<file path="src/rtl/sng_scheduler.sv">
// Round-robin front end sharing one QUOTA+WEYL SNG among N_REQ requesters.
// Optional ones total output (oOnes) is built when SNG_ONES_CHECK_EN is defined.
module sng_scheduler #(
  parameter int N_REQ     = 4,
  parameter int BITSTREAM = 64,
  parameter int BASE      = 61,
  parameter int STRIDE    = 17,
  parameter int QUANT     = 8,
  parameter int CHUNK     = 8,
  localparam int ID_W  = (N_REQ < 2) ? 1 : $clog2(N_REQ),
  localparam int BEATS = BITSTREAM / CHUNK,
  localparam int OW    = $clog2(BITSTREAM) + 1
) (
  input  logic                   iClk,
  input  logic                   iRst,
  input  logic [N_REQ-1:0]       iReqValid,
  input  logic [N_REQ*QUANT-1:0] iReqData,
  output logic [N_REQ-1:0]       oReqReady,
  output logic                   oValid,
  input  logic                   iReady,
  output logic [CHUNK-1:0]       oChunk,
  output logic [ID_W-1:0]        oId,
`ifdef SNG_ONES_CHECK_EN
  output logic                   oLast,
  output logic [OW-1:0]          oOnes
`else
  output logic                   oLast
`endif
);

  localparam int CW = $clog2(BEATS) + 1;
  localparam int QW = OW;

  typedef enum logic [1:0] {
    IDLE,
    LOAD,
    SEND
  } state_t;

  state_t                 state;
  logic [ID_W-1:0]        ptr;
  logic [QUANT-1:0]       dataReg;
  logic [BITSTREAM-1:0]   shreg;
  logic [BITSTREAM-1:0]   nextSh;
  logic [CW-1:0]          cnt;
  logic                   grantAny;
  logic [ID_W-1:0]        grantIdx;
  logic [QUANT+QW-1:0]    prod;
  logic [QW-1:0]          quota;
  logic [BITSTREAM-1:0]   sngBits;

  // SNG: quota of ones placed at the Weyl-sequence positions below it
  assign prod  = {{QW{1'b0}}, dataReg} * (QUANT+QW)'(BITSTREAM);
  assign quota = QW'(prod >> QUANT);

  for (genvar k = 0; k < BITSTREAM; k++) begin : gWeyl
    localparam int POS = (BASE + k * STRIDE) % BITSTREAM;
    assign sngBits[k] = (quota > QW'(POS));
  end

  assign nextSh = shreg >> CHUNK;

  // Round-robin search starting one past the last granted index
  always_comb begin
    int idx;
    grantAny = 1'b0;
    grantIdx = '0;
    idx      = 0;
    for (int off = 1; off <= N_REQ; off++) begin
      idx = int'(ptr) + off;
      if (idx >= N_REQ) idx = idx - N_REQ;
      if (!grantAny && iReqValid[ID_W'(idx)]) begin
        grantAny = 1'b1;
        grantIdx = ID_W'(idx);
      end
    end
  end

  // Grant is only offered while idle
  always_comb begin
    oReqReady = '0;
    if (state == IDLE && grantAny) oReqReady[grantIdx] = 1'b1;
  end

  // Control FSM with registered beat outputs
  always_ff @(posedge iClk) begin
    if (iRst) begin
      state   <= IDLE;
      ptr     <= ID_W'(N_REQ - 1);
      dataReg <= '0;
      shreg   <= '0;
      cnt     <= '0;
      oValid  <= 1'b0;
      oLast   <= 1'b0;
      oChunk  <= '0;
      oId     <= '0;
    end else begin
      unique case (state)
        IDLE: begin
          if (grantAny) begin
            dataReg <= iReqData[grantIdx*QUANT +: QUANT];
            oId     <= grantIdx;
            ptr     <= grantIdx;
            state   <= LOAD;
          end
        end
        LOAD: begin
          shreg  <= sngBits;
          cnt    <= '0;
          oValid <= 1'b1;
          oChunk <= sngBits[CHUNK-1:0];
          oLast  <= (BEATS == 1);
          state  <= SEND;
        end
        SEND: begin
          if (iReady) begin
            if (cnt == CW'(BEATS - 1)) begin
              cnt    <= '0;
              oValid <= 1'b0;
              oLast  <= 1'b0;
              oChunk <= '0;
              state  <= IDLE;
            end else begin
              shreg  <= nextSh;
              oChunk <= nextSh[CHUNK-1:0];
              cnt    <= cnt + 1'b1;
              oLast  <= (cnt + 1'b1 == CW'(BEATS - 1));
            end
          end
        end
        default: state <= IDLE;
      endcase
    end
  end

`ifdef SNG_ONES_CHECK_EN
  logic [OW-1:0] onesAcc;

  function automatic logic [OW-1:0] popcnt(input logic [CHUNK-1:0] v);
    popcnt = '0;
    for (int i = 0; i < CHUNK; i++) popcnt = popcnt + OW'(v[i]);
  endfunction

  // Ones accumulator; the total is published after the final beat
  always_ff @(posedge iClk) begin
    if (iRst) begin
      onesAcc <= '0;
      oOnes   <= '0;
    end else if (state == LOAD) begin
      onesAcc <= '0;
      oOnes   <= '0;
    end else if (state == SEND && iReady) begin
      onesAcc <= onesAcc + popcnt(oChunk);
      if (oLast) oOnes <= onesAcc + popcnt(oChunk);
    end
  end
`endif

endmodule

</file>
<file path="config.mk">
export PLATFORM = sky130hd
export DESIGN_NAME = sng_scheduler
export DESIGN_NICKNAME = d
export VERILOG_FILES = /design/src/rtl/sng_scheduler.sv
export SDC_FILE = /design/constraint.sdc
export NUM_CORES = 1
export LEC_CHECK = 0
export ABC_AREA = 1
export ABC_CLOCK_PERIOD_IN_PS = 2800
export CAP_MARGIN = 20
export CORE_ASPECT_RATIO = 1.1
export CORE_MARGIN = 10
export CORE_UTILIZATION = 55
export CTS_CLUSTER_DIAMETER = 50
export DETAILED_ROUTE_END_ITERATION = 8
export DONT_BUFFER_PORTS = 1
export HOLD_SLACK_MARGIN = 0.15
export PLACE_DENSITY_LB_ADDON = 0.08
export SYNTH_ARGS = -nofsm -noshare
export SYNTH_HDL_FRONTEND = slang
export SYNTH_SLANG_ARGS = --single-unit
</file>
<file path="constraint.sdc">
create_clock -name iClk -period 2.8 [get_ports iClk]
set_input_delay 0.84 -clock iClk [delete_from_list [all_inputs] [get_ports iClk]]
set_output_delay 0.84 -clock iClk [all_outputs]
set_load 0.01 [all_outputs]
</file>
==> impl_results.md <==
* Class of the worst hold path: flip-flop to flip-flop
* Post-synth top area share at 37.11%
* Filler cells at 757
* Synth Flop Type: dfxtp_1
* Clock Sink Count at 82
* Flops & latches, synth at 82
* Dominant cells by area after synthesis: dfxtp_1, a21oi_1, nand2_1
* Bufs on Longest Clock Path at 2
* DR DRC count at 0
* Final hold vios at 0
* Routability cong. at 0.9598
* Hold Buf Count CTS at 0
* Arr. time, crit path at 1850 ps
* Routed Antenna Nets at 0
* Final Max Tran Viols at 0
* First-pass detailed-route iteration total at 5
* Synth cell types at roughly 40
* Worst clock skew at 12.83 ps
* Routed len/inst at around 17 microns
* Most frequent cells in the layout: nand2_1, a21oi_1, dfxtp_1, o21ai_0, inv_1
* Worst setup EP type: output pin
* Critical path peak fanout at 8
* Clock Tree Root: clkbuf_8
* Final setup vio count at 0
* Die area at between 10000 and 15000 sq um
* Yosys top cell by area: dfxtp_1
* Post-layout util at 60.64%
* Max-cap violations at 0
* DRT iter0 DRCs at 381
* Die W at 105.5 microns
* Peak supply drop at 825.0 uV
* Post-detail-place hpwl at 9060 microns
* Fmax achieved at 371.4 MHz
* Post-Syn Instances at 647
* Initial Util at 56.20%
* CP Data Required Time at 1960 ps
* Ys async rst share at 0%
* Vias in the first global route at about 4200
* Core box area at 7870 sq um
* Gr usage total at 20.88%
* CP Class: flip-flop to output pin
* Antenna violations before repair at 0
* Placed Area at approximately 4500 sq um
* Via count at 4340
* Drt total wl at roughly 13000 microns
* I/O Buffers at 0
* CTS tree: built
* Post-route cell area at 4772 sq um
* Synth Warn # at 0
* H-tree levels at 3
* Clock Latency Late Sink at 360 ps
* Period utilization at a little over nine tenths
* Pwr dens at 1323 nW/um^2
* Num rows at 34
* Area growth syn-to-layout at 7.893%
* Leakage Power at 2.062 nW
* Largest net degree at the start of global routing at 68
* Avg Cell Area, Syn at 6.836 sq um
* Slew @ Worst Pin at 651.2 ps
* Startpoint types: flip-flop
* Nets at 680
* Sequential cell area fraction in the yosys report at 37.11%
* First-pass GRT wire length at 21040 microns
* Post-synth EDFFs at 0
* Share of post-route cells with drive strength above 1 at 12.11%
* Minimum clock period at 2692 ps
* GRT overflow at 0
* Antenna Cells at 0
* Power, Total at 6.314 mW
* Clock buffer count from CTS at 9
* Routed vias/inst at 5.771
* I/O pin count at 55
* Commonest non-fill, non-tap cell in the layout: nand2_1
* Relative slew slack at a little under three fifths
* Die Y at 114.1 microns
* Post-Syn Area at 4423 sq um
* Reg clk slew, reported paths at approximately 90 ps
* Status: completed
* Mapped Nets at 688
-- synth_stat cells, drive strengths merged, types with 7 or more instances --
| library cell | number |
|---|---|
| buf | 10 |
| nand3 | 42 |
| clkbuf | 28 |
| o211ai | 8 |
| a31oi | 8 |
| nand2 | 120 |
| o21ai | 74 |
| a21oi | 95 |
| inv | 77 |
| dfxtp | 82 |
| nand4 | 15 |
| a22oi | 7 |
| nor2 | 56 |
-- power by group --
group          leakage (nW)  switching [mW]  internal, mW
combinational          1.28            2.27          1.10
clock                 0.103           0.432         0.528
sequential            0.675           0.338          1.65
-- sequential cells by signal, summed over array words and instances (netlist names) --
name     flops
oLast        1
ptr          2
dataReg      6
state        2
oValid       1
oChunk       8
cnt          4
oId          2
shreg       56
-- cell type report --
class                           count  area, sq um  area share, %
Inverter                           79        307.8          6.450
Clock buffer                       12        145.1          3.041
Sequential cell                    82         1649          34.56
Clock inverter                      4        75.07          1.573
Timing Repair Buffer               20        153.9          3.225
Tap cell                          108        135.1          2.832
Multi-Input combinational cell    447         2306          48.32
-- per-stage QoR --
step | hold slack, ps | std cells | setup TNS, ps | setup WS (ps)
after floorplan | 440.9 | 647 | 0 | 124.2
after global placement | 444.8 | 735 | 0 | 112.1
after detailed placement | 450.4 | 735 | 0 | 89.21
after CTS | 463.9 | 751 | 0 | 28.04
after global routing | 482.9 | 752 | -44.04 | -24.64
final | 464.5 | 752 | 0 | 107.6
-- critical path: stages (launching register included) --
cell     delay, ps
dfxtp_4        370
buf_6          140
nand2_1         80
nand2_1        100
nand2_1         80
nand2_2         80
nor2_8         130
nand3_1        120
nand3_4        170
nand2_2        100
nor2_4         130
-- cells by family after synthesis --
family / count (synthesis) / synth area share, %
AND/OR/NAND/NOR: 239 / 25.21
AO/OA/AOI/OAI: 204 / 25.01
buffers and inverters: 118 / 11.71
flip-flops: 82 / 37.11
XOR/XNOR: 2 / 0.3961
adder cells (fa/ha/maj): 2 / 0.5657
-- per-layer routing --
layer / up-vias / global-route usage (%) / share of wire (%)
met3: 21 / 4.279 / 5.5
met2: 165 / 34.29 / 47
li1: 2160 / - / -
met4: 0 / 5.872 / 2.1
met1: 1994 / 27.20 / 46
met5: - / 0 / 0
-- timing repair --
item | 4_1_cts | 5_1_grt
endpoints found under the hold margin | 0 | 0
endpoints found under the setup margin | 4 | 4
buffers inserted | 0 | 1
pin swaps | 0 | 2
resized for setup | 2 | 15
-- final timing paths --
kind,slack (ps),depth (start not counted),to,from
worst min-delay path,460,2,cnt[3]$_SDFFE_PP0P_,cnt[3]$_SDFFE_PP0P_
worst max-delay path,110,10,oReqReady[3],ptr[0]$_SDFFE_PP1P_
worst min register to register,460,2,cnt[3]$_SDFFE_PP0P_,cnt[3]$_SDFFE_PP0P_
worst max register to register,700,8,shreg[25]$_SDFFE_PP0P_,dataReg[4]$_SDFFE_PP0P_
(Power assumes the default switching activity.)
